File: config.mk
export PLATFORM = sky130hd
export DESIGN_NAME = resizer_rd_ctrl
export DESIGN_NICKNAME = d
export VERILOG_FILES = /design/src/rtl/resizer_rd_ctrl.sv
export SDC_FILE = /design/constraint.sdc
export NUM_CORES = 1
export LEC_CHECK = 0
export CAP_MARGIN = 10
export CORE_MARGIN = 2
export CORE_UTILIZATION = 25
export CTS_BUF_LIST = sky130_fd_sc_hd__clkbuf_4 sky130_fd_sc_hd__clkbuf_8 sky130_fd_sc_hd__clkbuf_16
export CTS_CLUSTER_SIZE = 40
export DETAILED_ROUTE_END_ITERATION = 8
export HOLD_SLACK_MARGIN = 0.03
export PLACE_DENSITY = 0.49
export REMOVE_ABC_BUFFERS = 1
export SLEW_MARGIN = 20
export SYNTH_ARGS = -nofsm -noshare
export SYNTH_HDL_FRONTEND = slang
export SYNTH_SLANG_ARGS = --single-unit
File: constraint.sdc
create_clock -name clk -period 3.3 [get_ports clk]
set_clock_uncertainty 0.05 [all_clocks]
set_input_delay 0.66 -clock clk [delete_from_list [all_inputs] [get_ports clk]]
set_output_delay 0.66 -clock clk [all_outputs]
set_load 0.02 [all_outputs]
File: src/rtl/resizer_rd_ctrl.sv
// Read-side controller of the width resizer. It tracks lane occupancy, drives the
// storage read pointer and feeds a registered AXI-Stream master stage.
module resizer_rd_ctrl #(
   parameter int S_KEEP_WIDTH     = 3,
   parameter int T_DATA_WIDTH     = 1,
   parameter int M_KEEP_WIDTH     = 2,
   parameter int LANE_W           = 2 + T_DATA_WIDTH,
   parameter int BUF_IN_ENTRY_SZ  = LANE_W * S_KEEP_WIDTH,
   parameter int BUF_OUT_ENTRY_SZ = LANE_W * M_KEEP_WIDTH,
   parameter int DEPTH_BITS       = BUF_IN_ENTRY_SZ * BUF_OUT_ENTRY_SZ * 2,
   parameter int DEPTH_LANES      = DEPTH_BITS / LANE_W,
   parameter int PTR_W            = $clog2(DEPTH_BITS),
   parameter int CNT_W            = $clog2(DEPTH_LANES + 1)
) (
   input  logic                                 clk,
   input  logic                                 rst_n,
   input  logic                                 wr_en,
   output logic                                 wr_space,
   input  logic [BUF_OUT_ENTRY_SZ-1:0]          mem_dout,
   output logic [PTR_W-1:0]                     rptr,
   output logic                                 m_axis_tvalid,
   input  logic                                 m_axis_tready,
   output logic [T_DATA_WIDTH*M_KEEP_WIDTH-1:0] m_axis_tdata,
   output logic [M_KEEP_WIDTH-1:0]              m_axis_tkeep,
   output logic                                 m_axis_tlast,
   output logic [CNT_W-1:0]                     occupancy,
   output logic                                 ovf_err
);

   localparam int SUM_W = CNT_W + 2;

   logic                                 load;
   logic [SUM_W-1:0]                     occ_sum;
   logic [CNT_W-1:0]                     occ_next;
   logic [PTR_W:0]                       rptr_sum;
   logic [PTR_W-1:0]                     rptr_next;
   logic [T_DATA_WIDTH*M_KEEP_WIDTH-1:0] beat_data;
   logic [M_KEEP_WIDTH-1:0]              beat_keep;
   logic                                 beat_last;

   // Lanes held in the output register are already counted as freed.
   assign wr_space = ((DEPTH_LANES - int'(occupancy)) >= S_KEEP_WIDTH);

   assign load = (occupancy >= CNT_W'(M_KEEP_WIDTH)) && (!m_axis_tvalid || m_axis_tready);

   // A write accepted while full saturates the count at DEPTH_LANES.
   always_comb begin
      occ_sum = SUM_W'(occupancy);
      if (wr_en) occ_sum = occ_sum + SUM_W'(S_KEEP_WIDTH);
      if (load)  occ_sum = occ_sum - SUM_W'(M_KEEP_WIDTH);
      if (occ_sum > SUM_W'(DEPTH_LANES)) occ_next = CNT_W'(DEPTH_LANES);
      else                               occ_next = occ_sum[CNT_W-1:0];
   end

   assign rptr_sum  = {1'b0, rptr} + (PTR_W+1)'(BUF_OUT_ENTRY_SZ);
   assign rptr_next = (rptr_sum >= (PTR_W+1)'(DEPTH_BITS))
                    ? PTR_W'(rptr_sum - (PTR_W+1)'(DEPTH_BITS))
                    : rptr_sum[PTR_W-1:0];

   // Lane i of a storage entry is {last, keep, data} at bits [i*LANE_W +: LANE_W].
   always_comb begin
      beat_data = '0;
      beat_keep = '0;
      beat_last = 1'b0;
      for (int unsigned i = 0; i < M_KEEP_WIDTH; i++) begin
         beat_data[i*T_DATA_WIDTH +: T_DATA_WIDTH] = mem_dout[i*LANE_W +: T_DATA_WIDTH];
         beat_keep[i] = mem_dout[i*LANE_W + T_DATA_WIDTH];
         beat_last    = beat_last | mem_dout[i*LANE_W + T_DATA_WIDTH + 1];
      end
   end

   always_ff @(posedge clk) begin
      if (!rst_n) begin
         rptr          <= '0;
         occupancy     <= '0;
         m_axis_tvalid <= 1'b0;
         m_axis_tdata  <= '0;
         m_axis_tkeep  <= '0;
         m_axis_tlast  <= 1'b0;
         ovf_err       <= 1'b0;
      end else begin
         occupancy <= occ_next;
         if (wr_en && !wr_space) ovf_err <= 1'b1;
         if (load) begin
            rptr          <= rptr_next;
            m_axis_tvalid <= 1'b1;
            m_axis_tdata  <= beat_data;
            m_axis_tkeep  <= beat_keep;
            m_axis_tlast  <= beat_last;
         end else if (m_axis_tready) begin
            m_axis_tvalid <= 1'b0;
         end
      end
   end

endmodule
* Yosys cells after proc, flatten, opt, wreduce, memory -nomap -nowiden
Cells that the tools add are included. Widths: inputs -> output; s select.
Word-level totals: output and inout bits 21, input bits 10, register bits 20
Cells by class: reduce and logical (&&, ||, !) cells 7, bitwise operators 2, add/sub/neg operators 5, order comparisons 4, mux-type cells 6
Operators with widths (count):
- $mux 7 | 2
- $add 7x3->8 const B | 1
- $ge 8x7->1 const B | 1
- $gt 8x6->1 const B | 1
- $mux 8 | 1
- $sub 8x2->8 const B | 1
- $add 6x2->7 const B | 1
- $ge 7x3->1 const B | 1
- $sub 6x6->7 const A | 1
- $sub 7x7->7 const B | 1
- $ge 6x2->1 const B | 1
- $mux 6 | 1
- $logic_and 1x1->1 | 2
- $logic_not 1->1 | 2
- $mux 1 | 2
- $reduce_bool 2->1 | 1
- $reduce_or 2->1 | 1
- $logic_or 1x1->1 | 1
- $not 1->1 | 1
- $or 1x1->1 | 1

* Depth between registers and ports, before layout
Gate-level depths: netlist (run 1).
depth after elaboration 6, mapped depth 10, mapped depth without buffers 9

* Worst setup path after synthesis (run 1)
OpenSTA, ideal clock, no wires.
path type reg-to-reg, start register occupancy[1], end register occupancy[0], required time 3.116 ns, arrival time 2.460 ns, buffers on the path 0, cell stages (with the launch flop) 10, slack 0.656 ns, clock period less this slack 2.644 ns, path through dfxtp_1 inv_1 ha_1 nand2_1 o21ai_0 ha_1 o311a_1 a211o_2 o2111ai_4 nor4_1
Between the ends: longest elaborated chain between the ends 6, elaborated cells on any way between the ends 8
RTL lines:
- from (decl) | RTL line 26 | output logic [CNT_W-1:0] occupancy,
- from (signal assigned) | RTL line 82 | occupancy <= occ_next;
- $add 6x2->7 | RTL line 49 | if (wr_en) occ_sum = occ_sum + SUM_W'(S_KEEP_WIDTH);
- $mux 7 | RTL line 49
- $sub 8x2->8 | RTL line 50 | if (load) occ_sum = occ_sum - SUM_W'(M_KEEP_WIDTH);
- $mux 8 * | RTL line 50
- $gt 8x6->1 | RTL line 51 | if (occ_sum > SUM_W'(DEPTH_LANES)) occ_next = CNT_W'(DEPTH_LANES);
- $reduce_or 2->1 (no line)
Every way passes the cells marked *; elsewhere a longest branch is shown, timed or not. A chain may end at the register's enable or synchronous reset.

* Worst setup path in the final report (run 1)
start register occupancy[0], end output wr_space
Between the ends: longest elaborated chain between the ends 2
RTL lines:
- $sub 6x6->7 | RTL line 42 | assign wr_space = ((DEPTH_LANES - int'(occupancy)) >= S_KEEP_WIDTH);
- $ge 7x3->1 | RTL line 42
- to (decl) | RTL line 18 | output logic wr_space,
Every way passes these cells.

==> results of run 1 <==
==> sequential cells by signal (all words and copies together), names as in the netlist <==
signal         cells
occupancy          6
m_axis_tvalid      1
m_axis_tdata       2
rptr               6
ovf_err            1
m_axis_tkeep       2
m_axis_tlast       1
==> power groups by stage <==
stage          combinational, mW  clock, mW  sequential (mW)
2_1_floorplan              0.881          0            0.525
5_1_grt                     1.57      0.178            0.453
3_5_place_dp                1.42          0            0.442
4_1_cts                     1.43      0.168            0.438
3_3_place_gp                1.43          0            0.449
6_report                    1.42      0.161            0.436
==> cell type report <==
cell class,count,area share [%]
well taps,75,4.78
multi-input cells,150,54.1
repair buffers,35,17.1
clock inverters,1,0.255
flip-flops and latches,19,19.4
clock buffers,3,2.10
inverters,12,2.29
==> per-stage QoR <==
| stage | cell area, um2 | utilization (%) |
|---|---|---|
| final | 1960 | 32.8 |
| after global routing | 1960 | 32.8 |
| after CTS | 1960 | 32.8 |
| after detailed placement | 1920 | 32.0 |
| after global placement | 1920 | 32.0 |
| after floorplan | 1490 | - |
==> worst max path at each step <==
stage / from / end / slack, ns / depth (start not counted)
CTS: occupancy[0] / wr_space / 0.37 / 7
global placement: wr_en / occupancy[2] / 0.24 / 8
detailed placement: wr_en / occupancy[0] / 0.20 / 8
global route: wr_en / occupancy[2] / 0.25 / 8
floorplan: occupancy[0] / occupancy[2] / 0.60 / 9
finish: occupancy[0] / wr_space / 0.38 / 7
==> cells in the final DEF, fill, tap and decap left out, drive strengths merged, types with 2 or more instances in the layout <==
| master | instances |
|---|---|
| and2 | 2 |
| a221oi | 2 |
| o21ai | 12 |
| or3 | 2 |
| dfxtp | 19 |
| nand4 | 4 |
| buf | 6 |
| o311ai | 2 |
| inv | 12 |
| ha | 7 |
| clkdlybuf4s50 | 29 |
| xnor2 | 12 |
| nor4 | 5 |
| o211ai | 3 |
| a21o | 3 |
| nor3 | 7 |
| a211o | 3 |
| o32a | 2 |
| or4 | 2 |
| nand3 | 10 |
| xor2 | 2 |
| mux2i | 3 |
| a21oi | 14 |
| nand2b | 2 |
| nand2 | 18 |
| nor2b | 3 |
| clkbuf | 3 |
| nor2 | 11 |
==> worst min-delay path, delay by kind of cell, from the launching register on <==
family | cells | cell delay (ns)
AOI/OAI and AO/OA | 1 | 0.05
and+or+nand+nor | 1 | 0.05
DFF | 1 | 0.31
==> cells by family after synthesis <==
kind of cell | after synthesis | share of synthesized area, %
simple gates | 70 | 24.3
fa+ha+maj | 7 | 5.62
compound gates | 55 | 27.0
flops | 19 | 24.4
other cells | 1 | 0.241
buf+inv | 24 | 7.46
xor+xnor | 14 | 9.07
mux | 3 | 1.93
==> per-layer routing <==
metal | part of all wire, % | GRT usage (%)
met1 | 45 | 14.3
met3 | 3.0 | 1.39
met4 | 1.7 | 5.37
met2 | 50 | 19.4
met5 | 0 | 0
==> synth_stat cells, types with 3 or more instances <==
cell type,number,area (um2)
dfxtp_1,19,380
nand2_1,18,67.6
a21oi_1,13,65.1
inv_1,11,41.3
nor2_1,11,41.3
xnor2_1,11,96.3
o21ai_0,9,45.0
nand3_1,8,40.0
ha_1,7,87.6
nor3_1,7,35.0
buf_2,6,30.0
nand4_1,4,25.0
nor4_1,4,25.0
a21o_1,3,22.5
clkbuf_1,3,11.3
mux2i_1,3,30.0
nor2b_1,3,18.8
o21ai_1,3,15.0
==> run_results.csv, run 1 <==
group,metric,value,unit
outcome,run_status,"finished clean",
sta,setup_ws,0.376,ns
worst_setup_path,critPathMaxStageDelay,0.54,ns
worst_setup_path,r2r-start,"occupancy[1]",
clock_network,ctsResizeCount,0,
sta,tns,0,ns
pwr,p_int,1.03,mW
sta,setup_viol,0,
global_routing,overflow,0,
floorplan,io_pins,31,
cells_and_area,ff_latch_area,380,um2
yosys,synthDistinctLibCells,58,
placed_design,port_buffers,29,
global_routing,grt_max_degree,15,
yosys,synth-async-reset-ratio,0,%
placed_design,post-place-ws,0.201,ns
detailed_routing,dr.pass1.iters,4,
yosys,syn_inst,193,
global_routing,grt_pass1_vias,1392,
clock_network,htree_num_levels,1,
detailed_routing,wl,3880,um
detailed_routing,drt_iter0_drc,67,
hold_path,holdPathStages,2,
worst_setup_path,regToRegSetupSlack,0.75,ns
cells_and_area,final_nets,238,
yosys,synth_flop_cell,"dfxtp_1",
clock_network,post_cts_buffers,0,
worst_setup_path,start_kind,"register",
worst_setup_path,r2r-end,"occupancy[2]",
sta,period_share,88.6,%
hold_path,hold_path.class,"register to register",
global_routing,grt_antenna_before_repair,0,
clock_network,cts_num_sinks,19,
detailed_routing,wire_per_inst,13.2,um
worst_setup_path,crit_arrival,2.21,ns
worst_setup_path,crit_required,2.59,ns
pwr,irDropWorstVdd,0.473,mV
sta,slew-limit-headroom,62.5,%
cells_and_area,nFillCells,626,
sta,final_hold_viol_count,0,
pwr,seqPwrFrac,21.6,%
placed_design,hpwl,2960,um
sta,rsz0062_at_grt,"false",
pwr,p_leak,0.704,nW
floorplan,initial_utilization,26.0,%
detailed_routing,drc,0,
clock_network,clock_latency,0.25,ns
pwr,clock_power_share,8.0,%
worst_setup_path,crit_buf_inv,2,
floorplan,fp.dieArea,6880,um2
detailed_routing,ant_nets,0,
sta,clock.fmax,0.342,GHz
worst_setup_path,criticalPathCategory,"register to output pin",
placed_design,gp_congestion,0.767,
worst_setup_path,crit_path_end_kind,"output pin",
hold_path,min_from,"m_axis_tdata[1]",
clock_network,cts_tree,"done",
global_routing,grt_util_all_layers,11.4,%
floorplan,core,5990,um2
global_routing,grt_first_pass_wirelength,6660,um
sta,slew_violations,0,
cells_and_area,post_route_cells_drive_above_1_share,11.8,%
pwr,power,2.02,mW
worst_setup_path,critPathTopFamily,"compound AO/OA/AOI/OAI gates",
cells_and_area,final_cells,295,
sta,tightest_slew,0.563,ns
worst_setup_path,cpMaxStageDelayCell,"clkdlybuf4s50_1",
yosys,synth_area_per_cell,8.08,um2
floorplan,die_h,83.0,um
pwr,powerDensity,1030,nW/um2
clock_network,cts_buffers,3,
yosys,yosys_warnings,0,
worst_setup_path,crit_chain,"inv_1 > ha_1 > a21o_1 > o21ai_0 > a21oi_1 > o32a_1 > clkdlybuf4s50_1",
pwr,p_sw,0.991,mW
yosys,synth-seq-area-share,24.4,%
clock_network,cts.clk_slew.worst_paths,0.07,ns
clock_network,cts_root_buf,"clkbuf_8",
job,cap_violations,0,
sta,timing.hold.ws,0.408,ns
yosys,synth_seq_cells,19,
floorplan,die_w,83.0,um
placed_design,dp.cells,291,
clock_network,clk_path_buf_depth,2,
detailed_routing,vias,1482,
pwr,combPwrFrac,70.4,%
yosys,syn-cell-area,1560,um2
sta,period_minus_slack,2.92,ns
floorplan,row_count,28,
cells_and_area,multiInputGateArea,1060,um2
cells_and_area,area_delta_synth_final,25.9,%
worst_setup_path,worstRegToRegCells,9,
detailed_routing,viasPerCell,5.02,
clock_network,ctsHoldBuffers,0,
cells_and_area,antenna_cells,0,
pwr,swShare,49.1,%
hold_path,hold_end,"m_axis_tdata[1]",
worst_setup_path,crit_path_max_fanout,5,
yosys,synth-edff-count,0,
(Power assumes the default switching activity.)
==> run 2, diff against run 1 <==
PLACE_DENSITY = 0.54   (was 0.49)
==> run 2 against run 1 <==
Against the previous run:
- sequential power grew 0.9%
- critical path depth is the same
- die area is the same
- register-to-register slack lost 0.05 ns
- largest cell class unchanged
- largest power group unchanged
==> run_results.csv, run 2 (synthesis results as in run 1) <==
group,metric,value,unit
placed_design,placed_cell_area,1920,um2
clock_network,cts_num_sinks,19,
floorplan,row_count,28,
floorplan,initial_utilization,26.0,%
floorplan,core,5990,um2
pwr,irDropWorstVdd,0.373,mV
worst_setup_path,crit_required,2.59,ns
detailed_routing,dr.pass1.iters,5,
detailed_routing,drt_iter0_drc,36,
cells_and_area,post_route_cells_drive_above_1_share,11.8,%
cells_and_area,final_nets,238,
job,cap_violations,0,
cells_and_area,mostFrequentLayoutCell,"clkdlybuf4s50_1",
hold_path,hold_path.class,"register to register",
clock_network,cts_tree,"done",
sta,tightest_slew,0.532,ns
pwr,powerDensity,1040,nW/um2
sta,slew-limit-headroom,64.5,%
global_routing,grt_antenna_before_repair,0,
detailed_routing,viasPerCell,5.23,
sta,tns,0,ns
global_routing,overflow,0,
worst_setup_path,cpMaxStageDelayCell,"clkdlybuf4s50_1",
sta,clock.fmax,0.347,GHz
worst_setup_path,crit_chain,"inv_1 > ha_1 > a21o_1 > o21ai_0 > a21oi_1 > o32a_1 > clkdlybuf4s50_1",
cells_and_area,final_cells,295,
cells_and_area,reg_top3,"occupancy x6, rptr x6",
cells_and_area,nFillCells,647,
detailed_routing,drc,0,
clock_network,ctsResizeCount,0,
worst_setup_path,critPathMaxStageDelay,0.54,ns
placed_design,dp.cells,291,
detailed_routing,wire_per_inst,13.9,um
cells_and_area,design_area,1960,um2
worst_setup_path,startpoint,"occupancy[0]",
cells_and_area,antenna_cells,0,
global_routing,grt_pass1_vias,1498,
floorplan,die_h,83.0,um
clock_network,htree_num_levels,1,
sta,final_hold_viol_count,0,
clock_network,ctsHoldBuffers,0,
sta,period_minus_slack,2.88,ns
detailed_routing,vias,1542,
placed_design,hpwl,3000,um
worst_setup_path,criticalPathCategory,"register to output pin",
worst_setup_path,start_kind,"register",
global_routing,grt_max_degree,15,
floorplan,io_pins,31,
pwr,p_leak,0.704,nW
sta,slew_violations,0,
floorplan,die_w,83.0,um
worst_setup_path,r2r-start,"occupancy[1]",
clock_network,clk_path_buf_depth,2,
sta,setup_viol,0,
hold_path,min_from,"m_axis_tkeep[1]",
outcome,run_status,"finished clean",
worst_setup_path,crit_path_end_kind,"output pin",
detailed_routing,wl,4110,um
worst_setup_path,crit_arrival,2.17,ns
detailed_routing,ant_nets,0,
placed_design,gp_congestion,0.806,
clock_network,cts_buffers,3,
pwr,power,2.04,mW
placed_design,port_buffers,29,
floorplan,fp.dieArea,6880,um2
global_routing,grt_util_all_layers,12.5,%
clock_network,clock_latency,0.26,ns
clock_network,cts.clk_slew.worst_paths,0.08,ns
sta,period_share,87.3,%
cells_and_area,final_cell_mix,"clkdlybuf4s50_1, dfxtp_1, nand2_1",
sta,rsz0062_at_grt,"false",
cells_and_area,area_delta_synth_final,25.9,%
clock_network,post_cts_buffers,0,
global_routing,grt_first_pass_wirelength,7200,um
clock_network,cts_root_buf,"clkbuf_8",
worst_setup_path,crit_path_max_fanout,5,
run 2: cell counts in the layout (fill, tap and decap cells not counted):
No cell type changed its count.
run 2: metrics by stage:
step / hold slack, ns / setup WS (ns) / utilization, %
final: 0.408 / 0.420 / 32.8
after global placement: 0.395 / 0.321 / 32.0
after CTS: 0.411 / 0.397 / 32.8
after global routing: 0.439 / 0.215 / 32.8
after detailed placement: 0.400 / 0.262 / 32.0
after floorplan: 0.485 / 0.601 / -
run 2: power by group:
part / internal, mW / total (mW) / switching (mW)
clock network: 0.0840 / 0.167 / 0.0825
registers: 0.311 / 0.440 / 0.129
logic: 0.629 / 1.43 / 0.802
total: 1.02 / 2.04 / 1.01
run 2: final timing paths:
| kind | end | slack, ns | depth (start not counted) |
|---|---|---|---|
| setup / recovery | wr_space | 0.42 | 7 |
| hold / removal | m_axis_tkeep[1] | 0.41 | 2 |
| setup reg to reg | occupancy[2] | 0.70 | 9 |
| hold reg to reg | m_axis_tkeep[1] | 0.41 | 2 |
run 2: routing by layer:
layer	vias up	wire, um	track usage [%]
met5	-	0	0
met4	0	68	4.62
met3	6	88	0.895
met2	40	1930	21.1
met1	730	2030	16.5
li1	766	-	-
run 2: critical path, delay by kind of cell (launching register included):
kind	cells	cell delay, ns
AO/OA/AOI/OAI	4	0.60
buffers and inverters	2	0.60
adder cells (fa/ha/maj)	1	0.36
flip-flops	1	0.34
run 2: area by class of cell:
cell class / count / area (um2) / share of cell area, %
Clock buffer: 3 / 41.3 / 2.10
Clock inverter: 1 / 5.00 / 0.255
Inverter: 12 / 45.0 / 2.29
Multi-Input combinational cell: 150 / 1060 / 54.1
Sequential cell: 19 / 380 / 19.4
Tap cell: 75 / 93.8 / 4.78
Timing Repair Buffer: 35 / 335 / 17.1
==> edit, RTL diff (settings of run 2) <==
Make the reset (`rst_n`) asynchronous in one clocked block.
--- a/src/rtl/resizer_rd_ctrl.sv
+++ b/src/rtl/resizer_rd_ctrl.sv
@@ -70,5 +70,5 @@
    end
 
-   always_ff @(posedge clk) begin
+   always_ff @(posedge clk or negedge rst_n) begin
       if (!rst_n) begin
          rptr          <= '0;
Function: differs if rst_n is asserted again (counterexample within 4 cycles, from zero or initial values and one cycle with rst_n low); with rst_n held inactive, the same outputs for 10 cycles.
==> edit against run 2 <==
- area after synthesis increased by 3.2%
- sequential share of layout area increased by 4.1 points
- final area increased by 3.3%
- critical endpoint unchanged
- first-iteration DRC count decreased by 5.6%
- worst setup slack got worse by 0.23 ns
- sequential power increased by 4.5%
- sequential cell count unchanged
- power increased by 5.6%
- wire length decreased by 2.2%
==> edit: results (changes against run 2) <==
metric,value,unit,change
gp_congestion,0.834,,+3.4%
dr.pass1.iters,4,,-1
ir_drop,0.470,mV,+26%
vias,1474,,-4.4%
synth_cell_types,63,,+8.6%
clockBufferDepth,2,,unchanged
grt_max_degree,20,,+5
reg2reg_setup_slack,0.87,ns,+0.17 ns
root_buffer,clkbuf_8,,
path_clk_slew,0.07,ns,
numCtsBuffers,3,,unchanged
synth-edff-count,0,,unchanged
arrival,2.40,ns,+0.23 ns
grt_usage,11.5,%,-0.96 points
reg2reg_depth,10,,+1
clk-insertion-delay-late,0.26,ns,about the same
max_slew.worst_pin.slew,0.885,ns,+0.353 ns
nets,226,,-5.0%
grt_pass1_wl,6730,um,-6.5%
drc,0,,unchanged
synth_common_cells,"21 x nand2_1, 19 x dfrtp_1, 12 x o21ai_0, 11 x inv_1, 10 x xnor2_1",,
setup_viol,0,,unchanged
top_regs,"occupancy (6), rptr (6)",,
status,finished clean,,
htreeDepth,1,,unchanged
antenna_found_initial,0,,unchanged
ys.flop_type,dfrtp_1,,
synth-seq-area-share,29.5,%,+5.2 points
dp_hpwl,3050,um,+1.7%
hp-class,reg2reg,,
placed_area,1980,sq um,+3.1%
layout.cells.non_filler,285,,-3.4%
min_path_cells,2,,unchanged
ys_warn_count,0,,unchanged
num_antenna_cells,0,,unchanged
cp_max_fo,9,,+4
yosys-top-cells-area,"dfrtp_1 30%, ha_1 5.4%, xnor2_1 5.4%",,
avgSynthCellArea,8.99,sq um,+11%
drive_gt1_share,10.6,%,-1.2 points
cts_setup_buffers,0,,unchanged
dp.cells,281,,-3.4%
p_leak,0.838,nW,+19%
synth_async_sr_flop_share,100,%,+100 points
routedWlPerCell,14.1,um,+1.2%
drtIter0Drc,34,,-5.6%
portBuffers,29,,unchanged
edit: cell count changes after synthesis, sizes merged, moves of 3 or more:
cell / run 2 / this run
dfrtp: 0 / 19
dfxtp: 19 / 0
a21oi: 14 / 4
nand3: 10 / 3
nor2: 11 / 5
a211oi: 1 / 5
nor3: 7 / 3
a211o: 3 / 0
and3: 1 / 4
clkbuf: 3 / 0
mux2i: 3 / 0
nand2: 18 / 21
o211ai: 3 / 6
edit: area by class of cell:
type                    count  area (sq um)
fillers                   657          4250
multi-input cells         138          1020
flip-flops and latches     19           475
repair buffers             36           343
well taps                  77          96.3
clock buffers               4          48.8
inverters                  11          41.3
edit: kinds of logic (layout without fill, tap and decap cells):
group / after synthesis / in the layout / share of synthesized area (%)
buffers and inverters: 22 / 51 / 7.08
xor gates and xnor gates: 14 / 14 / 8.94
muxes: 2 / 2 / 1.63
adders and majority gates: 7 / 7 / 5.44
AOI/OAI and AO/OA: 54 / 54 / 25.2
and+or+nand+nor: 60 / 60 / 21.9
DFF: 19 / 19 / 29.5
other: 1 / 1 / 0.233
edit: metal layers:
layer | wire [um] | vias up | track usage, %
met5 | 0 | - | 0
met4 | 67 | 0 | 4.40
met3 | 183 | 7 | 1.57
met2 | 1910 | 46 | 19.6
met1 | 1870 | 700 | 14.8
li1 | - | 721 | -
edit: where the power goes:
group          leakage [nW]  switching (mW)  total [mW]  internal [mW]
logic                 0.589           0.825        1.52          0.692
registers             0.222           0.130       0.460          0.330
clock network        0.0262          0.0796       0.174         0.0942
edit: through the flow:
stage | power (mW) | hold slack [ns] | setup WS (ns) | util [%]
after floorplan | 1.48 | 0.314 | 0.525 | -
after global placement | 1.97 | 0.417 | 0.290 | 31.5
after detailed placement | 1.98 | 0.409 | 0.220 | 31.5
after CTS | 2.17 | 0.427 | 0.101 | 32.3
after global routing | 2.35 | 0.444 | 0.0218 | 32.3
final | 2.15 | 0.420 | 0.188 | 32.3
edit: worst max-delay path: stages (launching register included):
cell and delay (ns):
dfrtp_1 0.38, inv_1 0.13, ha_2 0.28, nor4bb_1 0.31, o211a_1 0.21, o21ai_0 0.08, o21ai_0 0.10, clkdlybuf4s50_1 0.65
edit: repair_timing:
action                                 4_1_cts  5_1_grt
endpoints found under the hold margin        0        0
setup endpoints to repair                    0        1
hold buffers                                 0        0
resized for setup                            0        1
edit: final timing paths:
| check | end | startpoint |
|---|---|---|
| setup / recovery | wr_space | occupancy[1] |
| hold / removal | m_axis_tlast | m_axis_tlast |
| setup reg to reg | occupancy[0] | occupancy[1] |
| hold reg to reg | m_axis_tlast | m_axis_tlast |
| max in group asynchronous | rptr[4] | rst_n |
| min in group asynchronous | rptr[2] | rst_n |
